$ cat src/rtl/ms_countdown_timer.sv
// ----------------------------------------------------------------------------
// ms_countdown_timer
//   Millisecond countdown built on top of the 1 ms tick generator. It gates the
//   generator's enable, counts rising edges of its tick output down from a
//   loaded duration, and fires a one-cycle done pulse on expiry. An optional
//   auto-reload restarts the count with the last loaded duration.
//
//   State table
//   state | meaning
//   IDLE  | not counting; remaining holds its last value
//   RUN   | generator enabled, tick edges decrement remaining
//   PAUSE | generator disabled, remaining frozen while pause is high
//
// Ports
//   clk        in   1      system clock, posedge
//   rst        in   1      synchronous active-high reset
//   start      in   1      load duration and run (any state)
//   cancel     in   1      abort without a done pulse
//   pause      in   1      level, freeze count while high
//   reload     in   1      level, sampled at expiry; 1 = auto-restart
//   duration   in   WIDTH  ms to count, sampled on the start cycle
//   tick1ms    in   1      tick generator output
//   tick_en    out  1      tick generator enable
//   busy       out  1      high in RUN or PAUSE
//   done       out  1      one-cycle expiry pulse
//   remaining  out  WIDTH  ms left
// ----------------------------------------------------------------------------
module ms_countdown_timer #(
    parameter int WIDTH = 16
) (
    input  logic             clk,
    input  logic             rst,
    input  logic             start,
    input  logic             cancel,
    input  logic             pause,
    input  logic             reload,
    input  logic [WIDTH-1:0] duration,
    input  logic             tick1ms,
    output logic             tick_en,
    output logic             busy,
    output logic             done,
    output logic [WIDTH-1:0] remaining
);

    typedef enum logic [1:0] {
        IDLE  = 2'd0,
        RUN   = 2'd1,
        PAUSE = 2'd2
    } state_t;

    localparam logic [WIDTH-1:0] ONE = WIDTH'(1);

    state_t           state, state_d;
    logic [WIDTH-1:0] dur_q, dur_d;
    logic [WIDTH-1:0] rem_d;
    logic             tick_q;
    logic             tk;
    logic             expire;
    logic             done_d;
    logic             busy_d;
    logic             tick_en_d;

    // The generator holds its output level while disabled, so only a fresh
    // rising edge seen in RUN counts as a tick.
    assign tk     = tick1ms & ~tick_q & (state == RUN);
    assign expire = tk & (remaining == ONE);

    // State and output registers
    always_ff @(posedge clk) begin
        if (rst) begin
            state     <= IDLE;
            dur_q     <= '0;
            remaining <= '0;
            tick_q    <= 1'b1;
            done      <= 1'b0;
            busy      <= 1'b0;
            tick_en   <= 1'b0;
        end else begin
            state     <= state_d;
            dur_q     <= dur_d;
            remaining <= rem_d;
            tick_q    <= tick1ms;
            done      <= done_d;
            busy      <= busy_d;
            tick_en   <= tick_en_d;
        end
    end

    // Next-state logic, priority cancel > start > pause > tick
    always_comb begin
        state_d = state;
        if (cancel) begin
            state_d = IDLE;
        end else if (start) begin
            if (duration == '0)
                state_d = IDLE;
            else if (pause)
                state_d = PAUSE;
            else
                state_d = RUN;
        end else begin
            unique case (state)
                RUN: begin
                    if (pause)
                        state_d = PAUSE;
                    else if (expire && !reload)
                        state_d = IDLE;
                end
                PAUSE: begin
                    if (!pause)
                        state_d = RUN;
                end
                default: state_d = IDLE;
            endcase
        end
    end

    // Next values of the registered outputs and datapath
    always_comb begin
        dur_d  = dur_q;
        rem_d  = remaining;
        done_d = 1'b0;
        if (cancel) begin
            rem_d = remaining;
        end else if (start) begin
            dur_d  = duration;
            rem_d  = duration;
            done_d = (duration == '0);
        end else if (state == RUN && !pause && tk) begin
            // RUN always holds remaining >= 1, so this never wraps.
            if (remaining == ONE) begin
                done_d = 1'b1;
                rem_d  = reload ? dur_q : '0;
            end else begin
                rem_d = remaining - ONE;
            end
        end
        busy_d    = (state_d != IDLE);
        tick_en_d = (state_d == RUN);
    end

endmodule
$ cat config.mk
export PLATFORM = sky130hd
export DESIGN_NAME = ms_countdown_timer
export DESIGN_NICKNAME = d
export VERILOG_FILES = /design/src/rtl/ms_countdown_timer.sv
export SDC_FILE = /design/constraint.sdc
export NUM_CORES = 1
export LEC_CHECK = 0
export CORE_ASPECT_RATIO = 0.5
export CORE_MARGIN = 5
export CORE_UTILIZATION = 56
export CTS_CLUSTER_SIZE = 40
export DETAILED_ROUTE_END_ITERATION = 8
export GPL_TIMING_DRIVEN = 0
export PLACE_DENSITY = 0.87
export RECOVER_POWER = 100
export REMOVE_ABC_BUFFERS = 1
export SLEW_MARGIN = 20
export SYNTH_ARGS = -nofsm -noshare
export SYNTH_HDL_FRONTEND = slang
export SYNTH_SLANG_ARGS = --single-unit
$ cat constraint.sdc
create_clock -name clk -period 3.9 [get_ports clk]
set_clock_uncertainty 0.1 [all_clocks]
set_input_delay 0.78 -clock clk [delete_from_list [all_inputs] [get_ports clk]]
set_output_delay 0.78 -clock clk [all_outputs]
set_load 0.05 [all_outputs]
==> flow_summary.json, run 1 <==
{
  "status": "complete, no violations",
  "crit_slowest_cell": "dlygate4sd3_1",
  "dieArea_um2": 5320,
  "placed_cells": 352,
  "mostFrequentLayoutCell": "nand2_1",
  "hold_end": "dur_q[7]$_SDFFE_PP0P_",
  "most-common-layout-cells": "nand2_1 (43), dfxtp_1 (38), a21oi_1 (31), dlygate4sd3_1 (21), nor2_1 (20)",
  "first_pass_iters": 5,
  "top_level_ports": 42,
  "synthToLayoutAreaGrowth_pct": 21.1,
  "synth.avg_cell_area_um2": 7.85,
  "rows": 16,
  "synth_area_um2": 2180,
  "synth_cells": 278,
  "grt_antenna_before_repair": 0,
  "async_flop_share_pct": 0,
  "setup_violations": 0,
  "endpoint_kind": "flip-flop",
  "finalWirelength_mm": 6.03,
  "wl_per_cell_um": 16.7,
  "grt_use_total_pct": 23.6,
  "preCtsSetupSlack_ns": 0.00655,
  "synth_top_family_by_area": "simple AND/OR/NAND/NOR gates",
  "critical_path_arrival_ns": 3.51,
  "worst-path-stages": 6,
  "clkSinkCount": 38,
  "grt_pass1_vias": 2108,
  "startpoint_type": "input port",
  "criticalPathCategory": "input port to flip-flop",
  "leakage_nw": 1.01,
  "cts-buffers-inserted": 5,
  "insertedDiodeCount": 0,
  "holdBufCountCts": 0,
  "fmax_ghz": 0.295,
  "cts-root-buf": "clkbuf_8",
  "synth-warning-count": 0,
  "period_share_pct": 86.9,
  "cts_tree": "yes",
  "reg2reg_depth": 6,
  "drt_iter0_markers": 208,
  "coreArea_um2": 3820,
  "path_cells": "dlygate4sd3_1 > inv_1 > nor2_2 > nand2_1 > a21boi_0 > o22ai_1",
  "critical_path.startpoint": "start",
  "regToRegStartpoint": "remaining[0]$_SDFFE_PP0P_",
  "routabilityCongestion": 0.944,
  "cp.required_ns": 4.02,
  "die_w_um": 98.3,
  "drive_above_1_share_pct": 6.54,
  "tightest_slew_ns": 0.808,
  "fin_crit_ns": 3.39,
  "clockBufferDepth": 2,
  "fin_setup_tns_ns": 0,
  "peakVddDrop_v": 0.000259,
  "port_buffers": 41,
  "synth-xor-area-share_pct": 2.81,
  "post_cts_buffers": 0,
  "grt_pass1_wl_mm": 9.96,
  "synth-seq-cells": 38,
  "ys.flop_type": "dfxtp_1",
  "grt_max_degree": 35,
  "yosysTopAreaCellShare_pct": 34.9,
  "drc": 0,
  "critPathTopFamily": "buffers and inverters",
  "slew_viol_final": 0,
  "ys_types": 55,
  "synthTopCellsByArea": "dfxtp_1 (35%), nand2_1 (7.4%), a21oi_1 (7.1%)",
  "die_h_um": 54.1,
  "htree_levels": 2,
  "start_util_pct": 57.1,
  "crit_buf_inv": 2,
  "min_from": "dur_q[7]$_SDFFE_PP0P_",
  "timing.final.ws_setup_ns": 0.511,
  "powerDensity_nw_per_um2": 372,
  "worst_hold_slack_ns": 0.355,
  "clk_latency_ns": 0.29,
  "synth_area_leader_cell": "dfxtp_1",
  "fin_cells": 360,
  "critPathMaxFanout": 17,
  "place_hpwl_mm": 4.19,
  "synthMuxAreaShare_pct": 0.459,
  "worstHoldPathCells": 2,
  "synth-edff-count": 0,
  "drv_cap": 0,
  "min_path_type": "flip-flop to flip-flop",
  "nets": 332,
  "cp_slowest_stage_delay_ns": 1.01,
  "hold_viol_final": 0,
  "ff2ff_setup_slack_ns": 1.14,
  "antenna_left": 0,
  "synth_compound_gate_area_share_pct": 26.5,
  "synthSimpleGateAreaFrac_pct": 27.0,
  "vias_per_cell": 6.18,
  "clk_pin_slew_ns": 0.08,
  "dr_total_vias": 2224,
  "reg2reg_to": "remaining[2]$_SDFFE_PP0P_",
  "synthAdderAreaFrac_pct": 2.29,
  "overflow": 0,
  "relSlewSlack_pct": 45.7,
  "rsz0062_at_grt": "false",
  "seq_area_frac_synth_pct": 34.9,
  "cts_resized": 0
}
[area by class of cell]
| type | instances | area (um2) |
|---|---|---|
| Multi-Input combinational cell | 212 | 1290 |
| Inverter | 7 | 26.3 |
| Clock inverter | 1 | 5.00 |
| Fill cell | 318 | 1180 |
| Clock buffer | 7 | 86.3 |
| Sequential cell | 38 | 761 |
| Timing Repair Buffer | 41 | 405 |
| Tap cell | 54 | 67.6 |
[how the worst max path moves through the flow]
stage                                  to
3_3_place_gp   remaining[12]$_SDFFE_PP0P_
2_1_floorplan  remaining[13]$_SDFFE_PP0P_
3_5_place_dp    remaining[9]$_SDFFE_PP0P_
4_1_cts         remaining[9]$_SDFFE_PP0P_
5_1_grt         remaining[7]$_SDFFE_PP0P_
6_report       remaining[12]$_SDFFE_PP0P_
[registers in the layout, indices dropped and copies added, names as in the netlist]
| register | flops |
|---|---|
| tick_en | 1 |
| tick_q | 1 |
| state | 2 |
| done | 1 |
| remaining | 16 |
| dur_q | 16 |
| busy | 1 |
[per-layer routing]
layer  vias up  track usage (%)  wire [um]
met5         -                0          0
met4         0             6.80         61
met3         9             5.43        522
met2       109             42.3       2850
met1      1033             29.1       2600
li1       1073                -          -
[worst register-to-register path, stage by stage, from the launching register on]
cell and delay, ns:
dfxtp_1 0.45, ha_1 0.20, or4b_1 0.60, nor4_4 0.74, nor2_1 0.12, a311oi_1 0.29
o41ai_1 0.11
[logic make-up after synthesis]
family / Yosys count
compound gates: 89
xor+xnor: 7
fa+ha+maj: 4
buf+inv: 28
flops: 38
mux: 1
simple gates: 111
[cells in the mapped netlist (3+ instances only)]
library cell,n
dfxtp_1,38
a21boi_0,7
nand2_1,43
nor4_1,5
xor2_1,6
o22ai_1,4
clkbuf_1,13
ha_1,4
a21oi_1,31
o21ai_0,15
nor3_1,8
and3_1,3
buf_6,3
o41ai_1,7
a311oi_1,6
nor2_1,21
a31oi_1,3
nand3_1,5
inv_1,7
or4_1,3
buf_2,3
a21o_1,3
[power by group]
part	switching (W)	leakage, nW	total (W)	internal [W]
clock	0.000138	0.0482	0.000281	0.000143
sequential	0.0000239	0.311	0.000433	0.000409
combinational	0.000166	0.649	0.000269	0.000102
total	0.000328	1.01	0.000982	0.000654
[per-stage QoR]
stage               utilization [%]  power [W]  instance area, um2
floorplan                         -   0.000615                2080
global placement               66.8   0.000705                2550
detailed placement             66.8   0.000711                2550
CTS                            69.2   0.000989                2650
global route                   69.1    0.00103                2640
finish                         69.1   0.000982                2640
Note: power is estimated with default switching activity, not from simulation.
==> inputs of run 2 (changes only) <==
--- a/config.mk
+++ b/config.mk
@@ -5,6 +5,7 @@
 export SDC_FILE = /design/constraint.sdc
 export NUM_CORES = 1
 export LEC_CHECK = 0
+export CAP_MARGIN = 20
 export CORE_ASPECT_RATIO = 0.5
 export CORE_MARGIN = 5
 export CORE_UTILIZATION = 56
==> run 2 against run 1 <==
  * Non-clock buffer count grew 1
  * Utilization grew 0.23 points
  * Register-to-register slack about the same
  * Count of clock-buffer cells in the layout unchanged
  * Highest routed layer unchanged
  * Final cell count rose by 0.28%
  * Flip-flop and latch count did not move
  * Sequential power about the same
  * First-iteration DRC count grew 16%
  * Fmax down 2.8%
  * Combinational power hardly changed
  * Sequential share of layout area shrank 0.095 points
==> flow_summary.json, run 2 (same netlist as run 1, synthesis figures left out) <==
{
  "routabilityCongestion": 0.944,
  "drt_iter0_markers": 241,
  "nets": 333,
  "first_pass_iters": 5,
  "path_cells": "dlygate4sd3_1 > inv_1 > nor2_1 > buf_6 > nand2_1 > a21boi_0 > o21ai_0",
  "dr_total_vias": 2250,
  "startpoint_type": "input port",
  "hold_viol_final": 0,
  "clk_pin_slew_ns": 0.08,
  "coreArea_um2": 3820,
  "grt_use_total_pct": 23.1,
  "tightest_slew_ns": 0.769,
  "cp_slowest_stage_delay_ns": 1.03,
  "cts-buffers-inserted": 5,
  "dieArea_um2": 5320,
  "status": "complete, no violations",
  "antenna_left": 0,
  "place_hpwl_mm": 4.25,
  "fmax_ghz": 0.287,
  "grt_antenna_before_repair": 0,
  "critPathMaxFanout": 17,
  "cts_resized": 0,
  "critical_path_arrival_ns": 3.60,
  "synthToLayoutAreaGrowth_pct": 21.5,
  "grt_pass1_wl_mm": 9.78,
  "relSlewSlack_pct": 48.3,
  "grt_max_degree": 35,
  "cp.required_ns": 4.02,
  "placed_cells": 353,
  "post_cts_buffers": 0,
  "criticalPathCategory": "input port to flip-flop",
  "fin_setup_tns_ns": 0,
  "setup_violations": 0,
  "die_w_um": 98.3,
  "clkSinkCount": 38,
  "die_h_um": 54.1,
  "crit_buf_inv": 3,
  "drc": 0,
  "fin_area_um2": 2650,
  "drv_cap": 0,
  "drive_above_1_share_pct": 6.51,
  "vias_per_cell": 6.23,
  "wl_per_cell_um": 17.0,
  "rows": 16,
  "finish.utilization_pct": 69.3,
  "most-common-layout-cells": "nand2_1 (43), dfxtp_1 (38), a21oi_1 (31), nor2_1 (21), dlygate4sd3_1 (21)",
  "powerDensity_nw_per_um2": 372,
  "mostFrequentLayoutCell": "nand2_1",
  "fin_cells": 361,
  "cts_tree": "yes",
  "clk_latency_ns": 0.29,
  "overflow": 0,
  "top_level_ports": 42,
  "period_share_pct": 89.4,
  "fin_crit_ns": 3.49,
  "placed_cell_area_um2": 2560,
  "min_path_type": "flip-flop to flip-flop",
  "htree_levels": 2,
  "port_buffers": 41,
  "grt_pass1_vias": 2073,
  "clockBufferDepth": 2,
  "crit_slowest_cell": "dlygate4sd3_1",
  "largestRegisters": "dur_q (16), remaining (16), state (2)",
  "finalWirelength_mm": 6.14,
  "fillCellCount": 318,
  "endpoint_kind": "flip-flop",
  "critPathTopFamily": "buffers and inverters",
  "slew_viol_final": 0,
  "holdBufCountCts": 0,
  "start_util_pct": 57.1,
  "rsz0062_at_grt": "false",
  "leakage_nw": 1.01,
  "insertedDiodeCount": 0,
  "cts-root-buf": "clkbuf_8",
  "worst_hold_slack_ns": 0.358,
  "peakVddDrop_v": 0.000226
}
run 2: final cells by class:
class / instances / area (um2) / area share, %
Clock buffer: 7 / 86.3 / 3.26
Clock inverter: 1 / 5.00 / 0.189
Inverter: 7 / 26.3 / 0.991
Multi-Input combinational cell: 212 / 1290 / 48.6
Sequential cell: 38 / 761 / 28.7
Tap cell: 54 / 67.6 / 2.55
Timing Repair Buffer: 42 / 417 / 15.7
run 2: report_power, final:
group / leakage (nW) / internal [W] / switching (W)
logic: 0.655 / 0.000103 / 0.000168
registers: 0.311 / 0.000409 / 0.0000241
clock network: 0.0482 / 0.000143 / 0.000140
total: 1.01 / 0.000655 / 0.000331
run 2: worst paths after layout:
path	from	end	slack, ns	cells past startpoint
hold / removal	dur_q[7]$_SDFFE_PP0P_	dur_q[7]$_SDFFE_PP0P_	0.36	2
hold reg to reg	dur_q[7]$_SDFFE_PP0P_	dur_q[7]$_SDFFE_PP0P_	0.36	2
setup / recovery	start	remaining[9]$_SDFFE_PP0P_	0.41	7
setup reg to reg	remaining[0]$_SDFFE_PP0P_	remaining[4]$_SDFFE_PP0P_	1.15	5
run 2: metrics by stage:
step                setup WS, ns  power (W)
detailed placement         0.274   0.000713
global route               0.325    0.00103
CTS                        0.593   0.000990
floorplan                   1.21   0.000615
finish                     0.414   0.000986
global placement          0.0576   0.000705
run 2: worst register-to-register path: stages (launching register included):
cell and delay, ns:
dfxtp_1 0.45, ha_1 0.19, or4b_1 0.60, nor4_4 0.70
a311oi_1 0.22, o41ai_1 0.37
run 2: per-layer routing:
layer	track usage [%]	share of wire (%)
met1	28.4	43
met2	42.1	48
met3	5.30	8.0
met4	6.12	0.98
met5	0	0
==> inputs of run 3 (changes only) <==
--- a/config.mk
+++ b/config.mk
@@ -8,11 +8,11 @@
 export CAP_MARGIN = 20
 export CORE_ASPECT_RATIO = 0.5
 export CORE_MARGIN = 5
-export CORE_UTILIZATION = 56
+export CORE_UTILIZATION = 52
 export CTS_CLUSTER_SIZE = 40
 export DETAILED_ROUTE_END_ITERATION = 8
 export GPL_TIMING_DRIVEN = 0
-export PLACE_DENSITY = 0.87
+export PLACE_DENSITY = 0.82
 export RECOVER_POWER = 100
 export REMOVE_ABC_BUFFERS = 1
 export SLEW_MARGIN = 20
==> constraint.sdc (replaced) <==
create_clock -name clk -period 3.55 [get_ports clk]
set_clock_uncertainty 0.1 [all_clocks]
set_input_delay 0.71 -clock clk [delete_from_list [all_inputs] [get_ports clk]]
set_output_delay 0.71 -clock clk [all_outputs]
set_load 0.05 [all_outputs]
==> run 3 against run 2 <==
  * Utilization down 3.4 points
  * Power grew 7.9%
  * Clock power up 3%
  * Worst hold slack worse by 0.0035 ns
  * Sequential share of layout area rose by 0.26 points
  * Worst setup slack worse by 0.16 ns
  * Flip-flop and latch count unchanged
  * Critical path type unchanged
  * Largest cell class unchanged
  * Highest routed layer unchanged
==> flow_summary.json, run 3 (same netlist as run 1, synthesis figures left out) <==
{
  "clockBufferDepth": 2,
  "worst_hold_slack_ns": 0.354,
  "rows": 16,
  "p_comb_share_pct": 28.0,
  "hold_viol_final": 0,
  "fin_crit_ns": 3.30,
  "relSlewSlack_pct": 44.0,
  "mostFrequentLayoutCell": "nand2_1",
  "synthToLayoutAreaGrowth_pct": 20.4,
  "fillCellCount": 345,
  "setup_violations": 0,
  "startpoint_type": "input port",
  "fin_area_um2": 2630,
  "leakage_nw": 0.998,
  "p_seq_share_pct": 44.8,
  "clk_pin_slew_ns": 0.08,
  "criticalPathCategory": "input port to flip-flop",
  "placed_cell_area_um2": 2560,
  "switching_share_pct": 34.4,
  "routabilityCongestion": 0.919,
  "finalWirelength_mm": 6.21,
  "peakVddDrop_v": 0.000227,
  "place_hpwl_mm": 4.29,
  "clkSinkCount": 38,
  "overflow": 0,
  "p_sw_w": 0.000366,
  "grt_pass1_vias": 2090,
  "drc": 0,
  "first_pass_iters": 5,
  "grt_use_total_pct": 22.3,
  "antenna_left": 0,
  "insertedDiodeCount": 0,
  "period_share_pct": 92.9,
  "post_cts_buffers": 0,
  "holdBufCountCts": 0,
  "cts-buffers-inserted": 5,
  "critical_path_arrival_ns": 3.41,
  "drv_cap": 0,
  "drt_iter0_markers": 232,
  "cts_resized": 0,
  "tightest_slew_ns": 0.833,
  "status": "complete, no violations",
  "endpoint_kind": "flip-flop",
  "pwr-share-clk_pct": 27.2,
  "critPathMaxFanout": 17,
  "nets": 332,
  "grt_pass1_wl_mm": 10.2,
  "start_util_pct": 54.8,
  "intPower_w": 0.000697,
  "vias_per_cell": 6.29,
  "min_path_type": "flip-flop to flip-flop",
  "drive_above_1_share_pct": 5.90,
  "slew_viol_final": 0,
  "ff2ff_setup_slack_ns": 0.78,
  "wl_per_cell_um": 17.3,
  "most-common-layout-cells": "nand2_1 (43), dfxtp_1 (38), a21oi_1 (31)",
  "grt_max_degree": 35,
  "fmax_ghz": 0.303,
  "die_h_um": 55.8,
  "cts-root-buf": "clkbuf_8",
  "htree_levels": 2,
  "coreArea_um2": 3980,
  "top_level_ports": 42,
  "dr_total_vias": 2258,
  "cts_tree": "yes",
  "cp.required_ns": 3.66,
  "rsz0062_at_grt": "false",
  "port_buffers": 41,
  "grt_antenna_before_repair": 0,
  "clk_latency_ns": 0.30,
  "largestRegisters": "dur_q (16), remaining (16), state (2)",
  "die_w_um": 102,
  "dieArea_um2": 5670,
  "finish.utilization_pct": 66.0,
  "powerDensity_nw_per_um2": 405
}
run 3: cell count changes in the layout (fill, tap and decap cells not counted):
| cell | before | now |
|---|---|---|
| nor2_2 | 0 | 1 |
| dlygate4sd3_1 | 21 | 20 |
| nor2_1 | 21 | 20 |
| clkdlybuf4s50_1 | 19 | 20 |
| clkbuf_8 | 6 | 5 |
| clkbuf_1 | 1 | 2 |
| buf_6 | 1 | 0 |
| clkinv_2 | 1 | 0 |
run 3: worst max-delay path: stages:
cell	delay, ns
clkdlybuf4s50_1	0.96
inv_1	0.49
nor2_2	0.73
nand2_1	0.16
a21boi_0	0.17
o22ai_1	0.18
run 3: power groups by stage:
stage / clock network [W] / logic (W) / registers [W]
final: 0.000290 / 0.000298 / 0.000476
after global routing: 0.000313 / 0.000320 / 0.000480
after CTS: 0.000293 / 0.000300 / 0.000476
after detailed placement: 0 / 0.000298 / 0.000486
after global placement: 0 / 0.000291 / 0.000484
after floorplan: 0 / 0.000149 / 0.000526
run 3: worst paths after layout:
kind / start / end / depth (start not counted)
setup reg to reg: remaining[0]$_SDFFE_PP0P_ / remaining[2]$_SDFFE_PP0P_ / 6
hold reg to reg: dur_q[7]$_SDFFE_PP0P_ / dur_q[7]$_SDFFE_PP0P_ / 2
hold / removal: dur_q[7]$_SDFFE_PP0P_ / dur_q[7]$_SDFFE_PP0P_ / 2
setup / recovery: start / remaining[5]$_SDFFE_PP0P_ / 6
run 3: cell type report:
type | instances | area, um2 | share of cell area, %
well taps | 54 | 67.6 | 2.57
clock buffers | 7 | 76.3 | 2.90
flip-flops and latches | 38 | 761 | 29.0
repair buffers | 41 | 405 | 15.4
multi-input cells | 212 | 1290 | 49.1
inverters | 7 | 26.3 | 1.00
run 3: stage by stage:
stage	total power [W]	worst slack [ns]	std cells	TNS (ns)
2_1_floorplan	0.000676	0.861	257	0
3_3_place_gp	0.000775	-0.240	352	-2.11
3_5_place_dp	0.000783	0.0316	352	0
4_1_cts	0.00107	0.337	359	0
5_1_grt	0.00111	0.128	359	0
6_report	0.00106	0.254	359	0
run 3: per-layer routing:
layer  vias to the layer above  GRT usage, %  wire [um]  part of all wire (%)
met2                       106          35.9       2860                    46
met3                        13          6.76        669                    11
met5                         -             0          0                     0
met1                      1069          28.9       2590                    42
met4                         0          6.06         90                   1.4
li1                       1070             -          -                     -
